**config.mk**
```make
export PLATFORM = sky130hd
export DESIGN_NAME = dbg_cmd_frontend
export DESIGN_NICKNAME = d
export VERILOG_FILES = /design/src/rtl/dbg_cmd_frontend.sv
export SDC_FILE = /design/constraint.sdc
export NUM_CORES = 1
export LEC_CHECK = 0
export ABC_AREA = 1
export BUFFER_PORTS_ARGS = -buffer_cell sky130_fd_sc_hd__buf_2
export CORE_MARGIN = 3
export CORE_UTILIZATION = 40
export DETAILED_ROUTE_END_ITERATION = 7
export PLACE_DENSITY = 0.74
export SLEW_MARGIN = 0
export SYNTH_ARGS = -nofsm -noshare
export SYNTH_HDL_FRONTEND = slang
export SYNTH_SLANG_ARGS = --single-unit
```
**constraint.sdc**
```tcl
create_clock -name clk -period 1.55 [get_ports clk]
set_input_delay 0.31 -clock clk [delete_from_list [all_inputs] [get_ports clk]]
set_output_delay 0.31 -clock clk [all_outputs]
set_load 0.005 [all_outputs]
```
**src/rtl/dbg_cmd_frontend.sv**
```systemverilog
// Debug command bus front end.
// Assembles host frames (cmd, addr MSB-first, data MSB-first) from the RX
// byte stream, runs one debug bus cycle per non-NOP frame, and streams the
// DUT response (or an abort pattern after a timeout) back MSB-first.
module dbg_cmd_frontend #(
    parameter int unsigned BITSIZE = 32,
    parameter int unsigned TIMEOUT = 1024
) (
    input  logic               clk,
    input  logic               rstn_i,
    input  logic [7:0]         rx_data_i,
    input  logic               rx_valid_i,
    output logic               rx_ready_o,
    output logic [7:0]         tx_data_o,
    output logic               tx_valid_o,
    input  logic               tx_ready_i,
    output logic [7:0]         cmd_o,
    output logic [BITSIZE-1:0] addr_o,
    output logic [BITSIZE-1:0] data_o,
    input  logic [BITSIZE-1:0] data_i,
    input  logic               dut_done_i,
    output logic               busy_o,
    output logic               timeout_o
);

    localparam int unsigned NB = BITSIZE / 8;
    localparam int unsigned CW = $clog2(NB) + 1;
    localparam int unsigned TW = $clog2(TIMEOUT);

    localparam logic [CW-1:0] LAST_BYTE = CW'(NB - 1);
    localparam logic [TW-1:0] TMO_LAST  = TW'(TIMEOUT - 1);

    // 0xDEADBEEF repeated across the word; narrower words keep the low bits.
    function automatic logic [BITSIZE-1:0] abort_pattern();
        logic [31:0]        word;
        logic [BITSIZE-1:0] pat;
        word = 32'hDEADBEEF;
        pat  = '0;
        for (int unsigned i = 0; i < BITSIZE; i++) begin
            pat[i] = word[i[4:0]];
        end
        return pat;
    endfunction

    localparam logic [BITSIZE-1:0] ABORT_WORD = abort_pattern();

    // Shift one byte into the low end of a word (works for BITSIZE = 8 too).
    function automatic logic [BITSIZE-1:0] shift_in(
        input logic [BITSIZE-1:0] word,
        input logic [7:0]         b
    );
        logic [BITSIZE-1:0] res;
        res      = word << 8;
        res[7:0] = b;
        return res;
    endfunction

    typedef enum logic [2:0] {
        RX_CMD,
        RX_ADDR,
        RX_DATA,
        EXEC,
        TX
    } state_e;

    state_e             state_q, state_d;
    logic [CW-1:0]      cnt_q,   cnt_d;
    logic [TW-1:0]      tmo_q,   tmo_d;
    logic [7:0]         cmd_q,   cmd_d;
    logic [BITSIZE-1:0] addr_q,  addr_d;
    logic [BITSIZE-1:0] data_q,  data_d;
    logic [BITSIZE-1:0] resp_q,  resp_d;

    logic rx_fire;
    logic tx_fire;

    // Output decode: handshake readiness and bus command follow the state.
    always_comb begin
        rx_ready_o = (state_q == RX_CMD) || (state_q == RX_ADDR) || (state_q == RX_DATA);
        tx_valid_o = (state_q == TX);
        tx_data_o  = resp_q[BITSIZE-1 -: 8];
        cmd_o      = (state_q == EXEC) ? cmd_q : 8'h00;
        addr_o     = addr_q;
        data_o     = data_q;
        busy_o     = (state_q != RX_CMD);
        rx_fire    = rx_valid_i && rx_ready_o;
        tx_fire    = tx_valid_o && tx_ready_i;
    end

    // Next-state logic: frame assembly, bus cycle with timeout, response shift-out.
    always_comb begin
        state_d   = state_q;
        cnt_d     = cnt_q;
        tmo_d     = tmo_q;
        cmd_d     = cmd_q;
        addr_d    = addr_q;
        data_d    = data_q;
        resp_d    = resp_q;
        timeout_o = 1'b0;

        unique case (state_q)
            RX_CMD: begin
                if (rx_fire) begin
                    cmd_d   = rx_data_i;
                    cnt_d   = '0;
                    state_d = RX_ADDR;
                end
            end

            RX_ADDR: begin
                if (rx_fire) begin
                    addr_d = shift_in(addr_q, rx_data_i);
                    if (cnt_q == LAST_BYTE) begin
                        cnt_d   = '0;
                        state_d = RX_DATA;
                    end else begin
                        cnt_d = cnt_q + CW'(1);
                    end
                end
            end

            RX_DATA: begin
                if (rx_fire) begin
                    data_d = shift_in(data_q, rx_data_i);
                    if (cnt_q == LAST_BYTE) begin
                        cnt_d = '0;
                        tmo_d = '0;
                        // A zero command is a NOP frame: no bus cycle, no response.
                        state_d = (cmd_q == 8'h00) ? RX_CMD : EXEC;
                    end else begin
                        cnt_d = cnt_q + CW'(1);
                    end
                end
            end

            EXEC: begin
                // Done takes priority over a timeout landing in the same cycle.
                if (dut_done_i) begin
                    resp_d  = data_i;
                    cnt_d   = '0;
                    state_d = TX;
                end else if (tmo_q == TMO_LAST) begin
                    timeout_o = 1'b1;
                    resp_d    = ABORT_WORD;
                    cnt_d     = '0;
                    state_d   = TX;
                end else begin
                    tmo_d = tmo_q + TW'(1);
                end
            end

            TX: begin
                if (tx_fire) begin
                    resp_d = resp_q << 8;
                    if (cnt_q == LAST_BYTE) begin
                        cnt_d   = '0;
                        state_d = RX_CMD;
                    end else begin
                        cnt_d = cnt_q + CW'(1);
                    end
                end
            end

            default: begin
                state_d = RX_CMD;
                cnt_d   = '0;
            end
        endcase
    end

    // State and datapath registers with synchronous active-low reset.
    always_ff @(posedge clk) begin
        if (!rstn_i) begin
            state_q <= RX_CMD;
            cnt_q   <= '0;
            tmo_q   <= '0;
            cmd_q   <= '0;
            addr_q  <= '0;
            data_q  <= '0;
            resp_q  <= '0;
        end else begin
            state_q <= state_d;
            cnt_q   <= cnt_d;
            tmo_q   <= tmo_d;
            cmd_q   <= cmd_d;
            addr_q  <= addr_d;
            data_q  <= data_d;
            resp_q  <= resp_d;
        end
    end

endmodule
```
==> key figures <==
Timing
  • Setup Skew: slightly above 0.007 ns
  • Min Hold Slack: 0.195 ns
  • Worst slew pin tran: 0.386 ns
  • Max transition margin: 74.1%
  • Slew Viols, Final: 0
  • Setup slack after layout: -0.288 ns
  • Period minus WS final: 1.84 ns
  • Endpoints failing setup: 59
  • RSZ-0062 raised after global routing: true
  • Maximum operating frequency: 544 MHz
  • Final hold vios: 0
  • Setup TNS: -8.15 ns
  • Period utilization: 119%

Power and ir drop
  • Combinational Power Share: 29.1%
  • Leakage power: approximately 0.0031 uW
  • Register share of total power: between 30% and 40%
  • Peak supply drop: 800 uV
  • Clk pwr share: 36.7%
  • Sw frac: 32.0%
  • Pwr Density: roughly 1500 nW/um2
  • Cell-internal power: 7840 uW
  • Sw Pwr: 3700 uW

Critical path
  • Max Fanout on Critical Path: 2
  • Crit-path leading delay family: simple AND/OR/NAND/NOR gates
  • Critical path launch point type: flop
  • CP peak stage delay: ~0.35 ns
  • FF-to-FF setup slack: -0.27 ns
  • Crit Path Class: flop to output port
  • WP data required: 1.24 ns
  • Setup crit end kind: output port
  • Crit path max-delay cell type: dfxtp_2
  • Worst path bufs/invs: 1
  • Reg2Reg Depth: 10
  • Critical-path cell list: ha_4 -> nand2_4 -> nor2_4 -> nand3_2 -> nor3_2 -> buf_2
  • R2r startpoint: tmo_q[0]
  • R2r endpoint: resp_q[9]
  • Worst Path Arrival: 1.53 ns

Global routing
  • Number of global-route vias before repair: 5046
  • Total GRT Usage: a little over a fifth
  • Antenna violations before repair: 0
  • First-pass GRT wire length: 24.6 mm
  • Largest net degree at the start of global routing: 65
  • Grt total ovfl: 0

Die
  • # rows: 41
  • Initial Utilization: 41.3%
  • Die Wd: approximately 120 um
  • Chip height: 121 um
  • # IOs: around 130
  • Core area: 12700 um2
  • Area of the die: 14600 um2

Logic synthesis
  • Post-synthesis sequential area ratio: roughly 46%
  • Top cell type's share of synthesized area: 45.7%
  • Largest cells by area after synthesis: dfxtp_1 46%, nand2_1 11%, a21oi_1 11%
  • EDFF count, synth: 0
  • Syn. warnings: 0
  • Synth cell types: 29
  • Synth async-reset ratio: 0%
  • Top post-synthesis cells by count: 158 x nand2_1, 120 x dfxtp_1, 113 x a21oi_1
  • Mapped Area: between 5000 and 6000 um2
  • Syn Nets: just under 800
  • Yosys top cell by area: dfxtp_1
  • Syn Inst Count: 729
  • Top FF cell, synth: dfxtp_1
  • Synthesized flop and latch total: 120
  • Most frequent cell after synthesis: nand2_1
  • Mean Syn Cell Area: 7.21 um2

Layout
  • Multi-input gate area: 2650 um2
  • Nets: 926
  • Register area: 2420 um2
  • Number of diodes: 0
  • Share of layout cells above drive strength 1: 34.2%
  • Layout Cells excl Fill: 1064
  • Layout fillers: between 1000 and 1500
  • Area growth syn-to-layout: 42.8%

Route
  • DRC Markers: 0
  • Post-Route WL: between 15 and 20 mm
  • DR WL/cell: ~15 um
  • Drt pass-1 iters: 5
  • Initial drt markers: 324
  • Via density: 5.16
  • Vias: 5492
  • Final ANT Viol Nets: 0

Placement
  • Placed Cells: about 1000
  • Buffers added on ports: 128
  • Post-DP HPWL: 9.15 mm
  • GP Congestion: 0.778
  • Place WS: -0.0264 ns

Clock network
  • H-tree depth: 4
  • Clock latency on the worst-skew pair: 0.41 ns
  • TritonCTS buffer count: 17
  • Clk buf depth: 2
  • # hold bufs at CTS: 0
  • CTS tree: yes
  • Clock sinks: 120
  • Clock-pin slew on the worst setup and hold paths: 0.06 ns
  • Root Buffer: clkbuf_16

Run status
  • Failing checks: setup timing
  • Status: finished with violations

Min path
  • Worst min-delay path startpoint: rx_data_i[0]
  • Hold EP: data_o[0]
  • Hold Crit Depth: 3
  • Hold WC Path Type: primary input to flop

Flow run
  • Max cap viols: 0
[placed cells by master, fill, tap and decap left out, types with 3 or more instances in the layout]
master / synthesis / layout
nand2_1: 158 / 154
buf_2: 8 / 120
dfxtp_1: 120 / 113
a21oi_1: 113 / 96
nand3_1: 79 / 69
o21ai_0: 61 / 60
inv_1: 53 / 50
nor2_1: 47 / 36
buf_4: 11 / 36
a21oi_2: 5 / 22
clkbuf_16: 0 / 18
buf_6: 4 / 17
nand3_2: 9 / 15
nor2_4: 1 / 10
buf_12: 0 / 9
inv_2: 6 / 6
nand3_4: 1 / 5
nor2_2: 3 / 5
bufinv_16: 0 / 4
dfxtp_2: 0 / 4
nand2_2: 1 / 3
nand2_4: 1 / 3
clkbuf_8: 0 / 3
clkinvlp_4: 0 / 3
dfxtp_4: 0 / 3
[per-layer routing]
metal / track usage, % / wire [um] / up-vias / part of all wire, %
met5: 0 / 0 / - / 0
met4: 7.58 / 355 / 0 / 2.2
met3: 7.25 / 1330 / 42 / 8.3
met2: 33.3 / 7800 / 197 / 49
met1: 26.0 / 6520 / 2557 / 41
li1: - / - / 2696 / -
[power by group through the flow]
stage | Clock, uW | Combinational (uW) | Sequential, uW
2_1_floorplan | 0 | 1720 | 3930
3_3_place_gp | 0 | 2630 | 3930
3_5_place_dp | 0 | 2660 | 3950
4_1_cts | 4260 | 3060 | 3920
5_1_grt | 4400 | 3670 | 4010
6_report | 4230 | 3360 | 3950
[logic make-up after synthesis]
family / after synthesis / share of synthesized area (%)
simple gates: 308 / 26.0
compound gates: 182 / 17.9
flops: 120 / 45.7
buf+inv: 117 / 9.90
fa+ha+maj: 2 / 0.476
[sequential cells by signal, indices dropped and copies added, names as in the netlist]
register and flops:
tmo_q 10, cmd_q 8, resp_q 32, data_o 32, state_q 3, addr_o 32, cnt_q 3
[per-stage QoR]
| stage | utilization, % | total power, uW | cell area, um2 |
|---|---|---|---|
| finish | 59.0 | 11500 | 7510 |
| global route | 59.0 | 12100 | 7510 |
| CTS | 56.9 | 11200 | 7240 |
| detailed placement | 48.5 | 6610 | 6160 |
| global placement | 48.5 | 6560 | 6160 |
| floorplan | - | 5650 | 5260 |
[final cells by class]
class / instances / area share [%]
Clock buffer: 21 / 6.26
Timing Repair Buffer: 186 / 17.9
Inverter: 60 / 3.13
Clock inverter: 11 / 2.27
Sequential cell: 120 / 32.2
Multi-Input combinational cell: 494 / 35.3
Tap cell: 172 / 2.87
[worst max path at each step]
stage             start          to  slack, ns  cells after the start
6_report       tmo_q[0]   timeout_o      -0.29                      6
5_1_grt        tmo_q[5]   timeout_o      -0.35                      5
4_1_cts        tmo_q[1]   timeout_o      -0.31                      6
3_5_place_dp   tmo_q[0]  resp_q[19]      -0.03                      8
3_3_place_gp   tmo_q[0]   timeout_o       0.03                      6
2_1_floorplan  tmo_q[0]  resp_q[22]       0.02                      9
[worst min-delay path, cell delays in order]
cell and delay, ns:
buf_2 0.12, nand3_1 0.08, a21oi_1 0.06
[what timing repair did]
action,4_1_cts,5_1_grt
endpoints found under the setup margin,42,71
cloned,5,1
pin swaps,16,20
resized for setup,55,53
setup buffers,15,9
Note: power is estimated with default switching activity, not from simulation.
